**config.mk**
```make
export PLATFORM = sky130hd
export DESIGN_NAME = mem_arbiter
export DESIGN_NICKNAME = d
export VERILOG_FILES = /design/src/rtl/mem_arbiter.sv
export SDC_FILE = /design/constraint.sdc
export NUM_CORES = 1
export LEC_CHECK = 0
export ABC_AREA = 1
export BUFFER_PORTS_ARGS = -buffer_cell sky130_fd_sc_hd__buf_4
export CAP_MARGIN = 40
export CORE_ASPECT_RATIO = 1.5
export CORE_MARGIN = 8
export CORE_UTILIZATION = 50
export DETAILED_ROUTE_END_ITERATION = 12
export PLACE_DENSITY = 0.95
export SLEW_MARGIN = 30
export SYNTH_ARGS = -nofsm -noshare
export SYNTH_HDL_FRONTEND = slang
export SYNTH_SLANG_ARGS = --single-unit
export TNS_END_PERCENT = 30
```
**constraint.sdc**
```tcl
create_clock -name clk -period 4.3 [get_ports clk]
set_clock_uncertainty 0.05 [all_clocks]
set_input_delay 0.215 -clock clk [delete_from_list [all_inputs] [get_ports clk]]
set_output_delay 0.215 -clock clk [all_outputs]
set_load 0.02 [all_outputs]
```
**src/rtl/mem_arbiter.sv**
```systemverilog
// mem_arbiter: two-core round-robin arbiter onto a single fixed-latency memory port.
module mem_arbiter #(
  parameter int WIDTH = 32,
  parameter int LAT = 2
) (
  input  logic             clk,
  input  logic             reset,
  input  logic             req0,
  input  logic             req1,
  input  logic             we0,
  input  logic             we1,
  input  logic [WIDTH-1:0] addr0,
  input  logic [WIDTH-1:0] addr1,
  input  logic [WIDTH-1:0] wd0,
  input  logic [WIDTH-1:0] wd1,
  output logic [WIDTH-1:0] rd0,
  output logic [WIDTH-1:0] rd1,
  output logic             ready0,
  output logic             ready1,
  output logic [1:0]       grant,
  output logic             mem_en,
  output logic             mem_we,
  output logic [WIDTH-1:0] mem_addr,
  output logic [WIDTH-1:0] mem_wd,
  input  logic [WIDTH-1:0] mem_rd
);
  typedef enum logic [1:0] {IDLE, BUSY, RESP} state_t;
  state_t state, state_n;
  logic [3:0] cnt;
  logic last, win, lat_we, accept, done;
  assign accept = (state == IDLE) && (req0 || req1);
  // on a tie the core that was not served last wins; otherwise the lone requester
  assign win = (req0 && req1) ? ~last : req1;
  assign done = (state == BUSY) && (cnt == 4'd0);
  always_ff @(posedge clk)
    if (reset) state <= IDLE;
    else state <= state_n;
  always_comb begin
    state_n = state;
    state_n = (state == IDLE) ? (accept ? BUSY : IDLE) :
              (state == BUSY) ? (done ? RESP : BUSY) : IDLE;
    mem_en = (state == BUSY);
    mem_we = mem_en && lat_we;
    ready0 = (state == RESP) && grant[0];
    ready1 = (state == RESP) && grant[1];
  end
  always_ff @(posedge clk)
    if (reset) begin
      grant <= 2'b00;
      cnt <= 4'd0;
      last <= 1'b1;
      lat_we <= 1'b0;
      mem_addr <= '0;
      mem_wd <= '0;
      rd0 <= '0;
      rd1 <= '0;
    end else begin
      if (accept) begin
        grant <= win ? 2'b10 : 2'b01;
        last <= win;
        cnt <= 4'(LAT - 1);
        lat_we <= win ? we1 : we0;
        mem_addr <= win ? addr1 : addr0;
        mem_wd <= win ? wd1 : wd0;
      end
      if (state == BUSY) cnt <= done ? 4'd0 : cnt - 4'd1;
      if (done && !lat_we && grant[0]) rd0 <= mem_rd;
      if (done && !lat_we && grant[1]) rd1 <= mem_rd;
      if (state == RESP) grant <= 2'b00;
    end
endmodule

```
==> out/qor.yml, run 1 <==
outcome:
  outcome: "finished, final reports clean"
layout:
  fin_nets: 1363
  areaGrowthSynthToFinish_pct: 42.5
  n_antenna_cell: 0
  fin_util_pct: 72.3
  final_area_um2: 8960
  drive_gt1_share_pct: 28.9
route:
  drt_pass1_iterations: 5
  wl_per_cell_um: 15.4
  vias: 6998
  detail_route.iter0.violations: 275
  viasPerCell: 5.13
  drcViolationCount: 0
  postRouteAntennaNets: 0
  drt_wl_total_um: 21000
critical_path:
  crit_arrival_ns: 2.32
  worstRegToRegCells: 8
  worst_setup_path_start_kind: "register"
  endpoint_kind: "register"
  crit_fanout: 35
  worstPathRequired_ns: 4.56
  critPathKind: "register to register"
power_and_ir_drop:
  power_density_nw_per_um2: 451
  p_leak_nw: 4.49
  finalPower_w: 0.00404
  ir_worst_vdd_uv: 291
synth:
  ys_seq_elements: 138
  synth.distinct_cells: 24
  synth.yosys.warnings: 0
  synthTopCellsByArea: "dfxtp_1, nand2_1, nor2_1, nand4_1, a21oi_1"
  synth_top_area_share_pct: 43.9
  synth_edf_count: 0
  ys.flop_type: "dfxtp_1"
  synth_top_cell_by_area: "dfxtp_1"
  synth_nets: 1112
  synthesis.area_um2: 6290
  ys_seq_area_share_pct: 43.9
  syn_avg_cell_area_um2: 6.65
  synthArstFlopShare_pct: 0
  yosys-top-cells-count: "nand2_1, nor2_1, dfxtp_1"
  synth_most_common_cell: "nand2_1"
  synth_cells: 945
global_routing:
  grt_pass1_vias: 6792
  grt_pass1_wl_um: 33000
  grt_antenna_before_repair: 1
  grt_max_degree: 72
  grt_use_total_pct: 24.7
  grt_overflow: 0
die:
  dieArea_um2: 16500
  dieHeight_um: 153
  io_pins: 300
  start_util_pct: 50.8
  die_w_um: 108
  rows: 50
  coreArea_um2: 12400
timing:
  fin_setup_tns_ns: 0
  setup_violations: 0
  relSlewSlack_pct: 48.8
  fmax_mhz: 484
  rsz0062_at_grt: "no"
  fin_crit_sh_pct: 48.0
  maxSlewViolCount: 0
  finalHoldViolCount: 0
  tightest_slew_ns: 0.767
  min_period_ns: 2.07
cts:
  cts.path.max_buffers: 2
  cts-htree-levels: 4
  cts_resized: 0
  cts_buffers: 17
  tritoncts: "done"
  cts-root-buf: "clkbuf_16"
  cts.clk_slew.worst_paths_ns: 0.06
  ctsHoldBuffers: 0
  clock_latency_ns: 0.42
  clkSinkCount: 138
  cts_setup_buffers: 0
placement:
  dp_hpwl_um: 15000
  port-buffer-count: 299
  gp_congestion: 0.820
  dpl-instance-area_um2: 8370
hold_path:
  whs_path_depth: 5
  hold_class: "input port to register"
flow_run:
  cap_viol_max_count: 0
area by class of cell:
class                   count  area, um^2
fillers                   921        3430
multi-input cells         693        2950
flip-flops and latches    138        2760
repair buffers            303        2290
clock buffers              19         443
well taps                 156         195
inverters                  43         171
clock inverters            13         144
through the flow:
| stage | setup WS [ns] | hold slack [ns] | std cells |
|---|---|---|---|
| floorplan | 2.89 | 0.389 | 945 |
| global placement | 2.03 | 0.401 | 1332 |
| detailed placement | 2.26 | 0.406 | 1333 |
| CTS | 2.26 | 0.0779 | 1365 |
| global route | 2.09 | 0.0918 | 1365 |
| finish | 2.24 | 0.0794 | 1365 |
per-layer routing:
layer | routed length [um] | global-route usage (%)
met1 | 7470 | 25.1
met2 | 10500 | 42.2
met3 | 2220 | 10.4
met4 | 808 | 12.2
met5 | 9 | 0
kinds of logic after synthesis:
logic type / synth area share (%)
AND/OR/NAND/NOR: 40.5
buffers and inverters: 9.39
flip-flops: 43.9
AO/OA/AOI/OAI: 5.83
XOR/XNOR: 0.139
adder cells (fa/ha/maj): 0.199
worst paths after layout:
kind,to,slack (ns),start
max,rd0[15],2.24,cnt[0]
min,rd1[31],0.08,mem_rd[31]
max reg2reg,rd0[15],2.24,cnt[0]
min reg2reg,mem_addr[8],0.41,mem_addr[8]
power breakdown:
group          internal (W)  switching (W)  leakage [nW]
clock              0.000874       0.000582         0.276
sequential          0.00141      0.0000843          1.13
combinational      0.000420       0.000674          3.09
total               0.00270        0.00134          4.49
flip-flops by register name (all words and copies together) (netlist names):
signal    cells
mem_addr     32
mem_wd       32
rd0          32
rd1          32
cnt           4
grant         2
state         2
last          1
lat_we        1
critical path: stages, from the launching register on:
cell and delay (ns):
dfxtp_1 0.32, inv_1 0.07, ha_1 0.26, nand2_2 0.12, nor2_4 0.58, buf_16 0.26, nand4_1 0.11, nand2_1 0.12
nor2_1 0.05
placed cells by master (no fill, tap or decap), types with 2 or more instances in the layout:
master | synthesis | routed
nor2_1 | 139 | 139
inv_1 | 40 | 38
a21oi_1 | 68 | 68
nand4_1 | 64 | 64
bufinv_16 | 0 | 2
inv_6 | 0 | 3
clkinv_2 | 0 | 2
dfxtp_1 | 138 | 137
nand3_1 | 4 | 4
clkinvlp_4 | 0 | 4
clkinv_4 | 0 | 2
buf_4 | 6 | 302
inv_4 | 0 | 4
nand2_1 | 402 | 401
nor3_1 | 2 | 2
nor2_4 | 4 | 5
nand2_2 | 2 | 3
clkbuf_16 | 0 | 17
Note: power is estimated with default switching activity, not from simulation.
==> run 2, diff against run 1 <==
- CORE_UTILIZATION: 50 -> 47
- PLACE_DENSITY: 0.95 -> 0.93
- clock period: 4.3 -> 2.05 ns (I/O delays scaled with it)
==> out/qor.yml, run 2 (synthesized netlist as in run 1, its figures left out) <==
critical_path:
  worstRegToRegCells: 8
  critPathKind: "register to register"
  cpPeakStageDelay_ns: 0.56
  worst_setup_path_start_kind: "register"
  cpMostUsedCell: "nand2_1"
  startpoint: "last"
  crit_cells: 8
  crit_fanout: 33
  crit_arrival_ns: 2.30
  cp_top_family: "buffers and inverters"
  r2r_end: "mem_addr[21]"
  crit_path_top_delay_cell: "dlygate4sd3_1"
  crit_chain: "nand2_1, nand2_4, buf_12, nand2_1, nand2_1, dlygate4sd3_1, nand2_1, a21oi_1"
  reg2reg_slack_ns: -0.02
  crit_buf_inv: 2
  crit_path_end: "mem_addr[21]"
  r2r_start: "last"
  worstPathRequired_ns: 2.29
  endpoint_kind: "register"
outcome:
  outcome: "finished, violations left"
  violations: "setup timing"
cts:
  cts_buffers: 17
  clock_latency_ns: 0.41
  cts.path.max_buffers: 2
  cts-htree-levels: 4
  tritoncts: "done"
  cts.clk_slew.worst_paths_ns: 0.06
  cts-root-buf: "clkbuf_16"
  clkSinkCount: 138
timing:
  fmax_mhz: 484
  relSlewSlack_pct: 71.2
  min_period_ns: 2.07
  fin_crit_sh_pct: 101
  tightest_slew_ns: 0.432
  maxSlewViolCount: 0
  hold_slack_ns: 0.0130
  worst_slack_ns: -0.0181
  setup_violations: 1
  finalHoldViolCount: 0
route:
  drt_wl_total_um: 28100
  vias: 8244
  viasPerCell: 5.51
  wl_per_cell_um: 18.8
  drcViolationCount: 0
  detail_route.iter0.violations: 646
  drt_pass1_iterations: 6
  postRouteAntennaNets: 0
layout:
  fin_nets: 1488
  fillers: 784
  final_area_um2: 10300
  drive_gt1_share_pct: 27.2
  instances_no_fill: 1495
  mostFrequentLayoutCells: "nand2_1, buf_4, nor2_1, dfxtp_1, dlygate4sd3_1"
  layout_commonest_cell: "nand2_1"
  areaGrowthSynthToFinish_pct: 64.5
placement:
  dp_hpwl_um: 15100
  dpl-instance-area_um2: 8510
  gp_congestion: 0.825
  pre_cts_slack_ns: 0.448
  port-buffer-count: 299
  dpl.cell_count: 1348
die:
  coreArea_um2: 13300
  rows: 52
  die_w_um: 110
  dieHeight_um: 158
  dieArea_um2: 17400
  io_pins: 300
  start_util_pct: 47.4
power_and_ir_drop:
  ir_worst_vdd_uv: 626
  power_density_nw_per_um2: 887
  finalPower_w: 0.00917
  p_leak_nw: 5.10
global_routing:
  grt_overflow: 0
  grt_use_total_pct: 29.0
  grt_pass1_wl_um: 41200
  grt_pass1_vias: 8346
  grt_max_degree: 72
  grt_antenna_before_repair: 0
flow_run:
  cap_viol_max_count: 0
hold_path:
  hold_class: "input port to register"
run 2: power breakdown:
group,internal (W),switching [W]
registers,0.00296,0.000198
logic,0.00114,0.00165
clock network,0.00205,0.00117
total,0.00615,0.00302
run 2: final cells by class:
class                   count  area (um^2)  share of cell area [%]
clock buffers              18          439                    4.25
repair buffers            427         3630                    35.1
repair inverters            1         8.76                  0.0847
multi-input cells         693         2950                    28.6
well taps                 162          203                    1.96
clock inverters            12          175                    1.69
inverters                  43          174                    1.68
flip-flops and latches    138         2760                    26.7
diodes                      1         2.50                  0.0242
run 2: layer usage:
| metal | part of all wire, % | track usage (%) |
|---|---|---|
| met5 | 0 | 0 |
| met4 | 6.9 | 21.3 |
| met3 | 11 | 11.6 |
| met2 | 50 | 49.9 |
| met1 | 33 | 27.5 |
run 2: through the flow:
step	utilization, %	setup TNS (ns)
final	77.9	-0.0181
after CTS	77.1	0
after detailed placement	64.1	0
after global placement	64.1	0
after floorplan	-	0
after global routing	77.9	-0.120
run 2: worst min-delay path by stage:
stage,startpoint,end,slack [ns],cells past startpoint
floorplan,addr1[0],mem_addr[0],0.28,4
global placement,mem_rd[24],rd0[24],0.38,5
detailed placement,mem_rd[7],rd1[7],0.40,5
CTS,addr0[20],mem_addr[20],0.0003,5
global route,wd0[7],mem_wd[7],0.001,5
finish,wd1[13],mem_wd[13],0.01,5
run 2: timing repair:
item                       CTS  global route
gates resized for setup      0            11
hold endpoints to repair   102             0
buffers inserted             0             2
setup endpoints to repair    0            33
hold buffers               111             0
run 2: tightest hold or removal path: cells and delay by family:
| kind | cells | cell delay (ns) |
|---|---|---|
| AOI/OAI and AO/OA | 1 | 0.05 |
| buffers and inverters | 1 | 0.11 |
| and+or+nand+nor | 3 | 0.16 |
